--- src/rtl/tone_sequencer.sv ---
// tone_sequencer: steps a phase accumulator through a programmed note table
// once per codec frame and presents the top six accumulator bits as the sine
// table index.
// Optional feature: define TONE_SEQ_GAP_EN to insert GAP_FRAMES muted frames
// between consecutive notes, including the loop wrap.
module tone_sequencer #(
  parameter int NOTES      = 16,
  parameter int PHASE_W    = 16,
  parameter int DUR_W      = 16,
  parameter int GAP_FRAMES = 4
) (
  input  logic                     clock_24M,
  input  logic                     reset_n,
  input  logic                     ready,
  input  logic                     cfg_we,
  input  logic [$clog2(NOTES)-1:0] cfg_addr,
  input  logic [PHASE_W-1:0]       cfg_phase_inc,
  input  logic [DUR_W-1:0]         cfg_duration,
  input  logic                     start,
  input  logic                     stop,
  input  logic                     loop_en,
  output logic                     busy,
  output logic                     done,
  output logic [$clog2(NOTES)-1:0] note_idx,
  output logic [5:0]               sample_index,
  output logic                     sample_valid,
  output logic                     mute
);

  localparam int AW = $clog2(NOTES);
  localparam logic [AW-1:0] LAST_IDX = AW'(NOTES - 1);

  if (PHASE_W < 6 || GAP_FRAMES < 1 || (1 << AW) != NOTES) begin : g_bad_params
    $error("tone_sequencer: invalid parameter set");
  end

`ifdef TONE_SEQ_GAP_EN
  localparam int GW = (GAP_FRAMES > 1) ? $clog2(GAP_FRAMES) : 1;
  localparam logic [GW-1:0] GAP_LAST = GW'(GAP_FRAMES - 1);
  typedef enum logic [1:0] {IDLE, LOAD, PLAY, GAP} state_t;
`else
  typedef enum logic [1:0] {IDLE, LOAD, PLAY} state_t;
`endif

  logic [PHASE_W-1:0] inc_tbl [NOTES];
  logic [DUR_W-1:0]   dur_tbl [NOTES];

  state_t             state, state_n;
  logic [AW-1:0]      note_n;
  logic [PHASE_W-1:0] acc, acc_n;
  logic [PHASE_W-1:0] cur_inc, inc_n;
  logic [DUR_W-1:0]   frames_left, frames_n;
  logic               done_n, valid_n, mute_n, busy_n;
`ifdef TONE_SEQ_GAP_EN
  logic [GW-1:0]      gap_cnt, gap_n;
`endif

  assign sample_index = acc[PHASE_W-1 -: 6];

  // Note table: writable at any time; LOAD sees the pre-edge contents.
  always_ff @(posedge clock_24M) begin
    if (cfg_we) begin
      inc_tbl[cfg_addr] <= cfg_phase_inc;
      dur_tbl[cfg_addr] <= cfg_duration;
    end
  end

  // Next-state, datapath and output decode; stop overrides everything.
  always_comb begin
    state_n  = state;
    note_n   = note_idx;
    acc_n    = acc;
    inc_n    = cur_inc;
    frames_n = frames_left;
    done_n   = 1'b0;
    valid_n  = 1'b0;
`ifdef TONE_SEQ_GAP_EN
    gap_n    = gap_cnt;
`endif
    if (stop) begin
      state_n = IDLE;
      note_n  = '0;
      acc_n   = '0;
    end else begin
      case (state)
        IDLE: begin
          if (start) begin
            state_n = LOAD;
            note_n  = '0;
          end
        end
        LOAD: begin
          if (dur_tbl[note_idx] != '0) begin
            frames_n = dur_tbl[note_idx];
            inc_n    = inc_tbl[note_idx];
            acc_n    = '0;
            state_n  = PLAY;
          end else if (loop_en && note_idx != '0) begin
            note_n = '0;
          end else begin
            done_n  = 1'b1;
            state_n = IDLE;
          end
        end
        PLAY: begin
          if (ready) begin
            acc_n    = acc + cur_inc;
            frames_n = frames_left - DUR_W'(1);
            valid_n  = 1'b1;
            if (frames_left == DUR_W'(1)) begin
              if (note_idx == LAST_IDX && !loop_en) begin
                done_n  = 1'b1;
                state_n = IDLE;
              end else begin
                // NOTES is a power of two, so LAST_IDX + 1 wraps to 0 for the loop.
                note_n = note_idx + AW'(1);
`ifdef TONE_SEQ_GAP_EN
                gap_n   = '0;
                state_n = GAP;
`else
                state_n = LOAD;
`endif
              end
            end
          end
        end
`ifdef TONE_SEQ_GAP_EN
        GAP: begin
          if (ready) begin
            valid_n = 1'b1;
            if (gap_cnt == GAP_LAST) state_n = LOAD;
            else                     gap_n   = gap_cnt + GW'(1);
          end
        end
`endif
        default: state_n = IDLE;
      endcase
    end
    busy_n = (state_n != IDLE);
    // LOAD keeps the previous mute so the last frame of a note is not cut.
    if (state_n == LOAD)      mute_n = mute;
    else if (state_n == PLAY) mute_n = (inc_n == '0);
    else                      mute_n = 1'b1;
  end

  // State, datapath and registered outputs.
  always_ff @(posedge clock_24M or negedge reset_n) begin
    if (!reset_n) begin
      state        <= IDLE;
      note_idx     <= '0;
      acc          <= '0;
      cur_inc      <= '0;
      frames_left  <= '0;
      done         <= 1'b0;
      sample_valid <= 1'b0;
      busy         <= 1'b0;
      mute         <= 1'b1;
`ifdef TONE_SEQ_GAP_EN
      gap_cnt      <= '0;
`endif
    end else begin
      state        <= state_n;
      note_idx     <= note_n;
      acc          <= acc_n;
      cur_inc      <= inc_n;
      frames_left  <= frames_n;
      done         <= done_n;
      sample_valid <= valid_n;
      busy         <= busy_n;
      mute         <= mute_n;
`ifdef TONE_SEQ_GAP_EN
      gap_cnt      <= gap_n;
`endif
    end
  end

endmodule

--- config.mk ---
export PLATFORM = sky130hd
export DESIGN_NAME = tone_sequencer
export DESIGN_NICKNAME = d
export VERILOG_FILES = /design/src/rtl/tone_sequencer.sv
export SDC_FILE = /design/constraint.sdc
export NUM_CORES = 1
export LEC_CHECK = 0
export ABC_AREA = 1
export ABC_CLOCK_PERIOD_IN_PS = 5600
export BUFFER_PORTS_ARGS = -buffer_cell sky130_fd_sc_hd__clkbuf_2
export CAP_MARGIN = 20
export CORE_ASPECT_RATIO = 0.5
export CORE_UTILIZATION = 55
export CTS_CLUSTER_DIAMETER = 40
export CTS_CLUSTER_SIZE = 24
export DETAILED_ROUTE_END_ITERATION = 8
export GPL_TIMING_DRIVEN = 0
export PLACE_DENSITY = 0.69
export REMOVE_ABC_BUFFERS = 1
export SYNTH_ARGS = -nofsm -noshare
export SYNTH_HDL_FRONTEND = slang
export SYNTH_SLANG_ARGS = --single-unit
export TNS_END_PERCENT = 20
--- constraint.sdc ---
create_clock -name clock_24M -period 5.6 [get_ports clock_24M]
set_input_delay 1.12 -clock clock_24M [delete_from_list [all_inputs] [get_ports clock_24M]]
set_output_delay 1.12 -clock clock_24M [all_outputs]
set_load 0.005 [all_outputs]
==> results.sh <==
export IMPL_status="finished with violations"
export IMPL_failed_checks="DRC"
export IMPL_holdWs_ps=495
export IMPL_ys_ff_latch=570
export IMPL_num_nets_final=2284
export IMPL_initial_utilization_pct=55.9
export IMPL_cp_required_ps=6080
export IMPL_drive_above_1_share_pct=9.02
export IMPL_fin_skew_ps=20.8
export IMPL_setup_tns_ps=0
export IMPL_slew_headroom_pct=32.9
export IMPL_n_fill_cell=3314
export IMPL_first_pass_iters=9
export IMPL_yosys_most_used_dff="edfxtp_1"
export IMPL_synth_edff_count=512
export IMPL_syn_inst=2209
export IMPL_syn_area_um2=24400
export IMPL_max_freq_mhz=226
export IMPL_cts_tree="done"
export IMPL_cts_root_buf="clkbuf_16"
export IMPL_vdd_drop_max_mv=0.214
export IMPL_die_w_um=300
export IMPL_worst_pin_slew_ps=1010
export IMPL_ctsResizeCount=0
export IMPL_routedWlPerCell_um=19.9
export IMPL_drt_iter0_drc=2124
export IMPL_overflow=0
export IMPL_finalNonFillerCells=2839
export IMPL_pwr_share_seq_pct=53.5
export IMPL_antenna_found_initial=0
export IMPL_routed_wl_mm=56.6
export IMPL_avgSynthCellArea_um2=11.1
export IMPL_final_area_um2=27100
export IMPL_power_leakage_uw=0.0104
export IMPL_setup_worst_path_start_class="flop"
export IMPL_p_sw_uw=2420
export IMPL_cts_path_max_buffers=3
export IMPL_drc=4
export IMPL_grt_pass1_vias=14622
export IMPL_core_area_um2=43700
export IMPL_die_y_um=151
export IMPL_portBuffers=56
export IMPL_combPwrFrac_pct=10.1
export IMPL_crit_arrival_ps=4910
export IMPL_cap_viol_max_count=0
export IMPL_p_sw_share_pct=26.2
export IMPL_hpwlAfterDp_mm=32.9
export IMPL_htreeDepth=2
export IMPL_final_max_slew_viol_count=0
export IMPL_async_reset_ff_share_pct=10.2
export IMPL_power_density_nw_per_um2=340
export IMPL_ant_nets=0
export IMPL_fin_crit_ps=4430
export IMPL_critical_path_class="flop to flop"
export IMPL_ys_seq_area_share_pct=68.9
export IMPL_fp_dieArea_um2=45300
export IMPL_vias=16067
export IMPL_row_count=54
export IMPL_num_io_pins=57
export IMPL_clkSinkCount=570
export IMPL_final_common_cell="nand2_1"
export IMPL_grt_pass1_wl_mm=85.8
export IMPL_critPathCaptureType="flop"
export IMPL_clkLatencyLatePin_ps=570
export IMPL_place_area_um2=25600
export IMPL_drt_vias_per_instance=5.66
export IMPL_hold_buffers=0
export IMPL_synth_cell_type_count=42
export IMPL_post_cts_buffers=0
export IMPL_min_period_over_period_pct=79.2
export IMPL_cp_max_fo=164
export IMPL_path_clk_slew_ps=80
export IMPL_grt_max_degree=165
export IMPL_yosysWarnings=0
export IMPL_final_cell_mix="nand2_1 (570), edfxtp_1 (512), nor2_1 (222)"
export IMPL_syn_to_final_growth_pct=11.1
export IMPL_rsz0062_at_grt="false"
export IMPL_setup_viol=0
export IMPL_place_gp_congestion=0.811
export IMPL_hold_viol_final=0
export IMPL_hold_class="flop to flop"
export IMPL_power_share_clock_pct=36.5
export IMPL_track_usage_pct=25.4
export IMPL_numCtsBuffers=42
export IMPL_dp_cells=2760
export IMPL_power_internal_uw=6800
## routing by layer
layer  GRT usage, %  vias to the layer above  wire length (um)
li1               -                     7631                 -
met1           39.9                     7670             25600
met2           36.6                      688             24300
met3           4.56                       78              5700
met4           5.87                        0              1040
met5              0                        -                 0
## stage by stage
stage,power (uW),setup slack (ps),util (%)
floorplan,5640,-2450,-
global placement,5940,-8630,56.6
detailed placement,5950,1270,58.5
CTS,9260,1240,62.1
global route,9580,812,62.1
finish,9230,1170,62.1
## worst paths after layout
kind | depth (start not counted) | endpoint | slack, ps | from
max in group asynchronous | 1 | note_idx[0] | 4320 | reset_n
worst min register to register | 2 | acc[8] | 490 | acc[8]
min in group asynchronous | 1 | frames_left[7] | 660 | reset_n
worst max-delay path | 21 | frames_left[9] | 1170 | note_idx[0]
worst max register to register | 21 | frames_left[9] | 1170 | note_idx[0]
worst min-delay path | 2 | acc[8] | 490 | acc[8]
## cell type report
cell class	count	area, um^2	share of cell area, %
inverter	162	618	2.28
timing repair buffer	85	956	3.52
tap	588	736	2.71
antenna	1	2.50	0.00922
sequential	570	16800	62.0
multi-input combinational	1356	6440	23.7
clock inverter	30	405	1.49
clock buffer	47	1140	4.21
## power by group through the flow
| stage | clock network, uW | registers [uW] | logic, uW |
|---|---|---|---|
| finish | 3360 | 4930 | 929 |
| global route | 3560 | 4960 | 1060 |
| CTS | 3400 | 4930 | 925 |
| detailed placement | 0 | 5030 | 921 |
| global placement | 0 | 5060 | 879 |
| floorplan | 0 | 5020 | 627 |
## Yosys cell counts, types with 7 or more instances
cell / n / area share [%]
o31ai_1: 8 / 0.25
buf_2: 40 / 0.82
buf_1: 7 / 0.11
nand2_1: 570 / 8.8
o211ai_1: 18 / 0.55
buf_6: 18 / 0.83
clkbuf_1: 44 / 0.68
edfxtp_1: 512 / 63
buf_4: 12 / 0.37
o21ai_0: 157 / 3.2
nand3_1: 149 / 3.1
nor3_1: 7 / 0.14
o221ai_1: 20 / 0.72
a21oi_1: 35 / 0.72
a31oi_1: 7 / 0.18
xor2_1: 11 / 0.39
o21ai_1: 37 / 0.76
inv_2: 10 / 0.15
nor2_1: 239 / 3.7
o22ai_1: 44 / 1.1
dfrtp_1: 57 / 5.8
inv_1: 145 / 2.2
ha_1: 23 / 1.2
## state kept, by name, indices dropped and copies added, names as in the netlist
| register | cells |
|---|---|
| mute | 1 |
| acc | 16 |
| done | 1 |
| state | 2 |
| sample_valid | 1 |
| frames_left | 16 |
| busy | 1 |
| note_idx | 4 |
| cur_inc | 16 |
| inc_tbl | 256 |
| dur_tbl | 256 |
## logic make-up after synthesis
| logic type | Yosys count | synth area share [%] |
|---|---|---|
| AO/OA/AOI/OAI | 338 | 7.93 |
| adder cells (fa/ha/maj) | 24 | 1.26 |
| AND/OR/NAND/NOR | 978 | 16.1 |
| buffers and inverters | 283 | 5.30 |
| flip-flops | 570 | 68.9 |
| XOR/XNOR | 16 | 0.574 |
## worst max-delay path, stage by stage, from the launching register on
cell and delay, ps:
dfrtp_4 720, buf_16 300, inv_8 460, buf_16 550
nand2_1 100, nand2_1 90, nand2_1 40, nand2_1 90
nand2_1 50, nand2_1 90, inv_1 50, nand2_1 290
nor2_1 90, nand2_1 80, nor2_2 50, nand2_4 180
inv_2 50, nand2_1 120, nand2_2 150, inv_2 320
o221ai_1 180, o21ai_0 110
Note: power is estimated with default switching activity, not from simulation.
